--- src/rtl/game_countdown_timer.sv ---
// BCD minutes:seconds round timer that counts down on 1 s ticks, with load/start/pause control.
// Optional GAME_COUNTDOWN_TIMER_WARN_EN adds a blinking low-time warning output.
module game_countdown_timer #(
    parameter logic [3:0] DEF_MIN   = 4'd1,
    parameter logic [2:0] DEF_SEC_T = 3'd3,
    parameter logic [3:0] DEF_SEC_O = 4'd0
`ifdef GAME_COUNTDOWN_TIMER_WARN_EN
    ,
    parameter logic [5:0] WARN_SECS = 6'd10
`endif
) (
    input  logic       clk,
    input  logic       rst,
    input  logic       OnesecTimeout,
    input  logic       load,
    input  logic [3:0] preset_min,
    input  logic [2:0] preset_sec_t,
    input  logic [3:0] preset_sec_o,
    input  logic       start,
    input  logic       pause,
    output logic [3:0] min_bcd,
    output logic [2:0] sec_t_bcd,
    output logic [3:0] sec_o_bcd,
    output logic       running,
    output logic       expired,
    output logic       expire_pulse
`ifdef GAME_COUNTDOWN_TIMER_WARN_EN
    ,
    output logic       warn
`endif
);

    // state   | meaning
    // IDLE    | value loaded, not counting
    // RUN     | counting down on each tick
    // PAUSED  | value held, resumable
    // EXPIRED | value 0:00, left only via load/rst
    typedef enum logic [1:0] {
        IDLE    = 2'd0,
        RUN     = 2'd1,
        PAUSED  = 2'd2,
        EXPIRED = 2'd3
    } state_t;

    state_t     state_q;
    logic [3:0] min_q;
    logic [2:0] sec_t_q;
    logic [3:0] sec_o_q;
    logic       running_q;
    logic       expired_q;
    logic       expire_pulse_q;

    logic [3:0] dec_min_d;
    logic [2:0] dec_sec_t_d;
    logic [3:0] dec_sec_o_d;
    logic [3:0] ld_min_d;
    logic [2:0] ld_sec_t_d;
    logic [3:0] ld_sec_o_d;
    logic       is_zero;
    logic       last_sec;

    always_comb begin
        ld_min_d   = (preset_min   > 4'd9) ? 4'd9 : preset_min;
        ld_sec_t_d = (preset_sec_t > 3'd5) ? 3'd5 : preset_sec_t;
        ld_sec_o_d = (preset_sec_o > 4'd9) ? 4'd9 : preset_sec_o;
    end

    // BCD borrow chain; only evaluated in RUN, where the value is never 0:00
    always_comb begin
        dec_min_d   = min_q;
        dec_sec_t_d = sec_t_q;
        dec_sec_o_d = sec_o_q;
        if (sec_o_q != 4'd0) begin
            dec_sec_o_d = sec_o_q - 4'd1;
        end else begin
            dec_sec_o_d = 4'd9;
            if (sec_t_q != 3'd0) begin
                dec_sec_t_d = sec_t_q - 3'd1;
            end else begin
                dec_sec_t_d = 3'd5;
                dec_min_d   = min_q - 4'd1;
            end
        end
    end

    assign is_zero  = (min_q == 4'd0) && (sec_t_q == 3'd0) && (sec_o_q == 4'd0);
    assign last_sec = (min_q == 4'd0) && (sec_t_q == 3'd0) && (sec_o_q == 4'd1);

`ifdef GAME_COUNTDOWN_TIMER_WARN_EN
    logic       warn_q;
    logic [9:0] dec_total_d;
    logic       warn_zone;

    assign dec_total_d = ({6'd0, dec_min_d} * 10'd60) + ({7'd0, dec_sec_t_d} * 10'd10)
                         + {6'd0, dec_sec_o_d};
    assign warn_zone   = (dec_total_d <= {4'd0, WARN_SECS});
    assign warn        = warn_q;
`endif

    always_ff @(posedge clk) begin
        if (rst) begin
            state_q        <= IDLE;
            min_q          <= DEF_MIN;
            sec_t_q        <= DEF_SEC_T;
            sec_o_q        <= DEF_SEC_O;
            running_q      <= 1'b0;
            expired_q      <= 1'b0;
            expire_pulse_q <= 1'b0;
`ifdef GAME_COUNTDOWN_TIMER_WARN_EN
            warn_q         <= 1'b0;
`endif
        end else begin
            expire_pulse_q <= 1'b0;
            if (load) begin
                state_q   <= IDLE;
                min_q     <= ld_min_d;
                sec_t_q   <= ld_sec_t_d;
                sec_o_q   <= ld_sec_o_d;
                running_q <= 1'b0;
                expired_q <= 1'b0;
`ifdef GAME_COUNTDOWN_TIMER_WARN_EN
                warn_q    <= 1'b0;
`endif
            end else begin
                case (state_q)
                    IDLE, PAUSED: begin
                        if (start) begin
                            if (is_zero) begin
                                state_q        <= EXPIRED;
                                expired_q      <= 1'b1;
                                expire_pulse_q <= 1'b1;
`ifdef GAME_COUNTDOWN_TIMER_WARN_EN
                                warn_q         <= 1'b1;
`endif
                            end else begin
                                state_q   <= RUN;
                                running_q <= 1'b1;
                            end
                        end
                    end
                    RUN: begin
                        if (pause) begin
                            state_q   <= PAUSED;
                            running_q <= 1'b0;
                        end else if (OnesecTimeout) begin
                            min_q   <= dec_min_d;
                            sec_t_q <= dec_sec_t_d;
                            sec_o_q <= dec_sec_o_d;
`ifdef GAME_COUNTDOWN_TIMER_WARN_EN
                            if (warn_zone) begin
                                warn_q <= ~warn_q;
                            end
`endif
                            if (last_sec) begin
                                state_q        <= EXPIRED;
                                running_q      <= 1'b0;
                                expired_q      <= 1'b1;
                                expire_pulse_q <= 1'b1;
`ifdef GAME_COUNTDOWN_TIMER_WARN_EN
                                warn_q         <= 1'b1;
`endif
                            end
                        end
                    end
                    default: begin
                    end
                endcase
            end
        end
    end

    assign min_bcd      = min_q;
    assign sec_t_bcd    = sec_t_q;
    assign sec_o_bcd    = sec_o_q;
    assign running      = running_q;
    assign expired      = expired_q;
    assign expire_pulse = expire_pulse_q;

endmodule

--- config.mk ---
export PLATFORM = sky130hd
export DESIGN_NAME = game_countdown_timer
export DESIGN_NICKNAME = d
export VERILOG_FILES = /design/src/rtl/game_countdown_timer.sv
export SDC_FILE = /design/constraint.sdc
export NUM_CORES = 1
export LEC_CHECK = 0
export BUFFER_PORTS_ARGS = -buffer_cell sky130_fd_sc_hd__buf_2
export CAP_MARGIN = 15
export CORE_MARGIN = 5
export CORE_UTILIZATION = 44
export CTS_CLUSTER_DIAMETER = 200
export DETAILED_ROUTE_END_ITERATION = 16
export PLACE_DENSITY = 0.74
export SLEW_MARGIN = 20
export SYNTH_ARGS = -nofsm -noshare
export SYNTH_HDL_FRONTEND = slang
export SYNTH_SLANG_ARGS = --single-unit
--- constraint.sdc ---
create_clock -name clk -period 1.29 [get_ports clk]
set_input_delay 0.258 -clock clk [delete_from_list [all_inputs] [get_ports clk]]
set_output_delay 0.258 -clock clk [all_outputs]
set_load 0.02 [all_outputs]
==> Word-level counts from Yosys, hierarchy flattened <==
Index checks and enable logic that the tools add are counted.
{ "word_totals": {"ff_bits": 16, "input_bits": 17, "out_inout_bits": 14, "wordCells": 91} }
{ "classes": {"n_addsub": 3, "n_lt_le_gt_ge": 3, "n_eq_ne": 14, "mux": 44, "n_reduce_logical": 20} }
{ "ops": {"columns": ["operator", "n"], "rows": [
  ["2-to-1 mux 4 bit", 13],
  ["2-to-1 mux 3 bit", 7],
  ["!= test 2 bit (second input constant)", 9],
  ["2-to-1 mux 1 bit", 15],
  ["2-to-1 mux 2 bit", 5],
  ["AND reduction 5 bit", 2],
  ["> comparator 4 bit (second input constant)", 2],
  ["logical NOT 4 bit", 2],
  ["AND reduction 4 bit", 2],
  ["subtractor 4 x 1 -> 4 bit (second input constant)", 2],
  ["!= test 3 bit (second input constant)", 2],
  ["case mux 1 bit (2 select lines)", 3],
  ["AND reduction 6 bit", 1],
  ["nonzero test 2 bit", 3],
  ["== test 4 x 1 -> 1 bit (second input constant)", 1],
  ["case mux 2 bit (2 select lines)", 1],
  ["nonzero test 4 bit", 1],
  ["OR reduction 2 bit", 2],
  ["> comparator 3 bit (second input constant)", 1],
  ["logical AND 1 bit", 3],
  ["logical NOT 3 bit", 1],
  ["AND reduction 3 bit", 1],
  ["nonzero test 3 bit", 1],
  ["subtractor 3 x 1 -> 3 bit (second input constant)", 1],
  ["3 further kinds", 3]
]} }

==> Logic depth before layout (Yosys ltp) <==
Gate-level depths: netlist (run 1).
{ "depth": {"word_depth": 7, "ltp_mapped": 6, "mapped_depth_nobuf": 6} }

==> Worst setup path after synthesis (run 1) <==
OpenSTA, ideal clock, no wires.
{ "synth_timing": {"kind": "register to register", "start": "reg sec_o_q[1], in the netlist sec_o_bcd[1]", "end": "reg sec_t_q[1], in the netlist sec_t_bcd[1]", "setup_ns": 0.128, "arrival_ns": 1.406, "t_required_ns": 1.162, "setup_slack_ns": -0.243, "stages_incl_launch_ff": 5, "path_buffers": 0, "synth_period_minus_slack_ns": 1.533, "path_cell_list": "dfxtp_1 -> or4_4 -> nor3_4 -> mux2i_1 -> o21ai_1"} }
{ "synth_between": {"elab_chain_len": 3} }
{ "synth_lines": {"columns": ["element", "line_no", "text"], "rows": [
  ["start, declared", "48", "logic [3:0] sec_o_q;"],
  ["start signal, assigned", "118", "sec_o_q <= ld_sec_o_d;"],
  ["start signal, assigned", "148", "sec_o_q <= dec_sec_o_d;"],
  ["nonzero test 4 bit", "73", "if (sec_o_q != 4'd0) begin"],
  ["!= test 2 bit (no source line)", null, null],
  ["AND reduction 4 bit (no source line)", null, null],
  ["end signal, assigned", "117", "sec_t_q <= ld_sec_t_d;"],
  ["end signal, assigned", "147", "sec_t_q <= dec_sec_t_d;"],
  ["end, declared", "47", "logic [2:0] sec_t_q;"]
]} }
Every way passes these cells.
A chain may end at the register's enable or synchronous reset.

==> Worst setup path after layout (run 1) <==
Ends and elaborated chain as after synthesis.

==> impl_metrics.json, run 1 <==
{
  "dpl_cell_area_um2": 1272,
  "grt_usage_pct": 18.18,
  "final_cell_mix": "buf_2, buf_4, nor2_1",
  "coreArea_um2": 2002,
  "hp-class": "in -> reg",
  "dieHeight_um": 56.24,
  "syn-num-nets": 131,
  "r2r_slack_ns": -0.19,
  "ys_ff_latch": 16,
  "r2r_end": "sec_t_bcd[1]",
  "p_leak_nw": 0.6417,
  "cts_buffers": 3,
  "overflow": 0,
  "syn_avg_cell_area_um2": 8.401,
  "peakVddDrop_v": 0.0006765,
  "timing.rr.start": "sec_o_bcd[1]",
  "final_core_util_pct": 73.81,
  "fin_ws_ns": -0.1907,
  "areaGrowthSynthToFinish_pct": 57.05,
  "clk_pin_slew_ns": 0.11,
  "wl_um": 2814,
  "mappedNetlistArea_um2": 940.9,
  "synth-simple-area-share_pct": 29.79,
  "fin_nets": 189,
  "rows": 16,
  "synth_compound_area_share_pct": 25.00,
  "clkLatencyLatePin_ns": 0.31,
  "io_pins": 31,
  "cts_root_buf": "clkbuf_4",
  "min_period_over_period_pct": 114.8,
  "powerDensity_nw_per_um2": 841.0,
  "min_period_ns": 1.481,
  "fmax_ghz": 0.6753,
  "grt_max_degree": 18,
  "tightest_slew_ns": 0.3653,
  "place.gp.congestion": 0.8384,
  "setup_viol": 13,
  "relSlewSlack_pct": 75.33,
  "crit_type": "reg -> reg",
  "worstSetupStartpointType": "flip-flop",
  "postSynth.asyncResetShare_pct": 0,
  "skew_ns": 0.01341,
  "drtIter0Drc": 27,
  "status": "complete, but fails checks",
  "dp_hpwl_um": 1975,
  "vias_per_cell": 5.393,
  "antenna_left": 0,
  "violations": "setup timing",
  "grt_pass1_wl_um": 4498,
  "max-cap-violations": 0,
  "syn_inst": 112,
  "clockBufferDepth": 2,
  "clock-sinks": 16,
  "r2r_cells": 4,
  "finalMaxSlewViolations": 0,
  "hold_depth": 3,
  "drive_above_1_share_pct": 50.30,
  "dp_cells": 184,
  "fin_cells": 196,
  "ys_types": 39,
  "synth_edf_count": 0,
  "rsz0062_at_grt": "true",
  "wl_per_cell_um": 14.36,
  "required_ns": 1.49,
  "hp-start": "preset_sec_t[1]",
  "synthMuxAreaShare_pct": 1.064,
  "synth.yosys.seq_area_share_pct": 34.04,
  "first_pass_iters": 4,
  "mostFrequentLayoutCell": "buf_2",
  "ys.flop_type": "dfxtp_1",
  "vias": 1057,
  "cts_hold_buf": 0,
  "power.total_mw": 1.243,
  "cp.arrival_ns": 1.68,
  "post-route-drc-count": 0,
  "start_util_pct": 47.00,
  "min_to": "sec_t_bcd[1]",
  "endpoint_kind": "flip-flop",
  "cts_tree": "done",
  "die_area_um2": 3163,
  "hold_viol": 0,
  "synth-xor-area-share_pct": 2.793,
  "insertedDiodeCount": 0,
  "cp_max_fo": 3,
  "synth_adder_area_share_pct": 2.660,
  "yosys_warnings": 0,
  "synth_top_family_by_area": "simple AND/OR/NAND/NOR gates",
  "grt_pass1_vias": 1006,
  "antenna_found_initial": 0,
  "htree_levels": 1,
  "die_w_um": 56.24,
  "final_area_um2": 1478,
  "port_buffers": 30
}
==> synth_stat cells, types with 2 or more instances <==
cell,number,area (um^2)
nor2b_1,5,31.28
nand3_1,2,10.01
nand2_1,5,18.77
o21a_1,6,45.04
o21ai_0,5,25.02
a211oi_1,3,22.52
nor4_1,3,18.77
ha_1,2,25.02
nand4_1,3,18.77
xnor2_1,3,26.28
buf_2,2,10.01
nor3_1,5,25.02
clkbuf_1,3,11.26
nand2b_1,2,12.51
a21oi_1,8,40.04
nor2_1,12,45.04
dfxtp_1,16,320.3
inv_1,4,15.01
a21boi_0,3,22.52
==> routing by layer <==
metal / up-vias / wire (um) / global-route usage, %
li1: 526 / - / -
met1: 490 / 1241 / 21.94
met2: 34 / 1351 / 28.55
met3: 7 / 158 / 5.568
met4: 0 / 62 / 9.831
met5: - / 0 / 0
==> worst max path at each step <==
stage	start	end	cells after the start
floorplan	sec_o_bcd[1]	sec_t_bcd[1]	4
global placement	pause	sec_t_bcd[2]	6
detailed placement	OnesecTimeout	sec_t_bcd[2]	6
CTS	sec_o_bcd[1]	sec_t_bcd[1]	4
global route	sec_o_bcd[1]	sec_t_bcd[0]	4
finish	sec_o_bcd[1]	sec_t_bcd[1]	4
==> final cells by class <==
type                    count  area (um^2)
repair buffers             59        400.4
fillers                   152        524.3
inverters                   4        15.01
clock buffers               4        36.28
multi-input cells          86        655.6
well taps                  27        33.78
flip-flops and latches     16        336.6
==> state kept, by name (all words and copies together), names as in the netlist <==
| signal | cells |
|---|---|
| sec_o_bcd | 4 |
| state_q | 2 |
| min_bcd | 4 |
| running | 1 |
| sec_t_bcd | 3 |
| expired | 1 |
| expire_pulse | 1 |
==> worst max-delay path: stages, from the launching register on <==
cell and delay [ns]:
dfxtp_4 0.38, or4_4 0.55, nor3_4 0.17, mux2i_1 0.21
o21ai_1 0.07
==> where the power goes <==
| part | internal, mW | total (mW) | leakage [nW] | switching (mW) |
|---|---|---|---|---|
| Clock | 0.172 | 0.355 | 0.0210 | 0.183 |
| Sequential | 0.518 | 0.545 | 0.134 | 0.0270 |
| Combinational | 0.166 | 0.342 | 0.486 | 0.176 |
==> timing repair <==
action                                  in CTS  in global routing
gates resized for setup                     14                 12
pin swaps                                    9                  8
endpoints found under the setup margin      12                 17
buffers inserted                             6                  3
==> metrics by stage <==
stage,setup WS [ns],hold WS [ns],setup TNS (ns)
6_report,-0.1907,0.2139,-1.072
2_1_floorplan,-0.1543,0.3940,-0.7496
3_5_place_dp,-0.1687,0.4580,-1.281
4_1_cts,-0.1809,0.2086,-0.8265
3_3_place_gp,-0.1664,0.4436,-1.207
5_1_grt,-0.2122,0.2084,-2.107
==> cell families after synthesis <==
kind of cell               after synthesis
buffers and inverters                   10
xor gates and xnor gates                 3
and+or+nand+nor                         46
AOI/OAI and AO/OA                       34
muxes                                    1
adders and majority gates                2
DFF                                     16
(Power assumes the default switching activity.)
==> inputs of run 2 (changes only) <==
Settings changed: CORE_UTILIZATION 44 to 30, PLACE_DENSITY 0.74 to default, SETUP_SLACK_MARGIN from default to 0.2.
==> run 2 against run 1 <==
Net effect:
- the run still ends with setup timing left
- register-to-register slack hardly changed
- maximum frequency is 0.92% higher
- core utilization is 18 points lower
- worst hold slack worse by 0.0077 ns
- clock power is 3% lower
- first-iteration DRC count is 130% higher
- design area is 15% higher
- sequential power hardly changed
- die area is 38% higher
- combinational power is 22% higher
- non-clock buffer count is 4 higher
- critical path type unchanged
- critical endpoint unchanged
- largest cell class unchanged
==> impl_metrics.json, run 2 (synthesized netlist as in run 1, its figures left out) <==
{
  "setup_viol": 12,
  "port_buffers": 30,
  "required_ns": 1.47,
  "seq_area_um2": 352.8,
  "insertedDiodeCount": 0,
  "max-cap-violations": 0,
  "cts_hold_buf": 0,
  "cp_num_buf_inv": 0,
  "vias": 1069,
  "dpl_cell_area_um2": 1315,
  "final_area_um2": 1697,
  "dp_hpwl_um": 2169,
  "grt_usage_pct": 14.48,
  "powerDensity_nw_per_um2": 771.0,
  "areaGrowthSynthToFinish_pct": 80.32,
  "clock-sinks": 16,
  "grt_pass1_wl_um": 4981,
  "post-route-drc-count": 0,
  "cp_max_fo": 3,
  "rows": 20,
  "fin_ws_ns": -0.1772,
  "status": "complete, but fails checks",
  "htree_levels": 1,
  "multi_input_area_um2": 721.9,
  "rsz0062_at_grt": "true",
  "cts_tree": "done",
  "worstSetupStartpointType": "flip-flop",
  "final_cell_mix": "buf_6, buf_4, buf_2",
  "skew_ns": 0.001953,
  "die_area_um2": 4357,
  "cp_cell_sequence": "or4_4 > nor3_4 > mux2i_1 > o21ai_1",
  "crit_type": "reg -> reg",
  "hold_viol": 0,
  "finalMaxSlewViolations": 0,
  "antenna_left": 0,
  "violations": "setup timing",
  "drtIter0Drc": 61,
  "clockBufferDepth": 2,
  "cp_slowest_cell": "or4_4",
  "cp.arrival_ns": 1.65,
  "grt_max_degree": 18,
  "cts_buffers": 3,
  "grt_pass1_vias": 1084,
  "start_util_pct": 31.07,
  "relSlewSlack_pct": 78.51,
  "wl_per_cell_um": 13.66,
  "vias_per_cell": 4.926,
  "power.total_mw": 1.308,
  "fillers": 265,
  "clkLatencyLatePin_ns": 0.29,
  "antenna_found_initial": 0,
  "fmax_ghz": 0.6816,
  "coreArea_um2": 3028,
  "min_period_over_period_pct": 113.7,
  "p_leak_nw": 0.7026,
  "min_period_ns": 1.467,
  "path_delay_family": "simple AND/OR/NAND/NOR gates",
  "overflow": 0,
  "place.gp.congestion": 0.8603,
  "first_pass_iters": 4,
  "wl_um": 2965,
  "max_stage_delay_ns": 0.57,
  "cts_root_buf": "clkbuf_4",
  "dieHeight_um": 66.01,
  "hp-class": "in -> reg",
  "fin_nets": 193,
  "peakVddDrop_v": 0.0002337,
  "drive_above_1_share_pct": 58.96,
  "die_w_um": 66.01,
  "mostFrequentLayoutCell": "buf_6",
  "endpoint_kind": "flip-flop",
  "io_pins": 31,
  "clk_pin_slew_ns": 0.10,
  "tightest_slew_ns": 0.3223
}
## run 2: cell count changes in the layout (fill, tap and decap cells not counted), sizes merged
cell / previous run / this run
buf: 59 / 63
## run 2: power by group
group,switching [mW],internal (mW),total [mW]
Combinational,0.196,0.220,0.416
Sequential,0.0320,0.516,0.548
Clock,0.172,0.172,0.344
Total,0.400,0.908,1.31
## run 2: path summary, 6_finish.rpt
check             slack [ns]           end          start  cells past startpoint
setup reg to reg       -0.18  sec_t_bcd[1]   sec_o_bcd[1]                      4
hold reg to reg         0.47       running        running                      2
setup / recovery       -0.18  sec_t_bcd[1]   sec_o_bcd[1]                      4
hold / removal          0.21    min_bcd[1]  preset_min[1]                      3
## run 2: area by class of cell
cell class	count	area share (%)
multi-input combinational	86	42.55
timing repair buffer	63	30.38
sequential	16	20.80
tap	44	3.245
clock buffer	4	2.139
inverter	4	0.8850
## run 2: repair_timing
| item | in CTS | in global routing |
|---|---|---|
| resized for setup | 51 | 17 |
| buffers inserted | 8 | 3 |
| endpoints found under the setup margin | 25 | 28 |
| pin swaps | 13 | 7 |
| gates cloned | 0 | 0 |
## run 2: layer usage
metal	vias to the layer above	wire (um)	GRT usage [%]
li1	536	-	-
met1	508	1293	17.90
met2	20	1556	25.53
met3	5	64	1.701
met4	0	51	5.330
met5	-	0	0
## run 2: metrics by stage
step	hold WS (ns)	setup WS, ns	std cells	utilization (%)	TNS (ns)
3_3_place_gp	0.4488	-0.1806	202	43.43	-1.591
5_1_grt	0.2076	-0.2470	217	56.03	-2.241
6_report	0.2062	-0.1772	217	56.03	-1.318
4_1_cts	0.1996	-0.1696	214	53.10	-1.166
2_1_floorplan	0.3837	-0.1542	112	-	-0.4002
3_5_place_dp	0.4645	-0.2258	202	43.43	-1.516
## run 2: worst reg2reg max path: stages, from the launching register on
cell and delay, ns:
dfxtp_4 0.36, or4_4 0.57, nor3_4 0.16, mux2i_1 0.20, o21ai_1 0.07
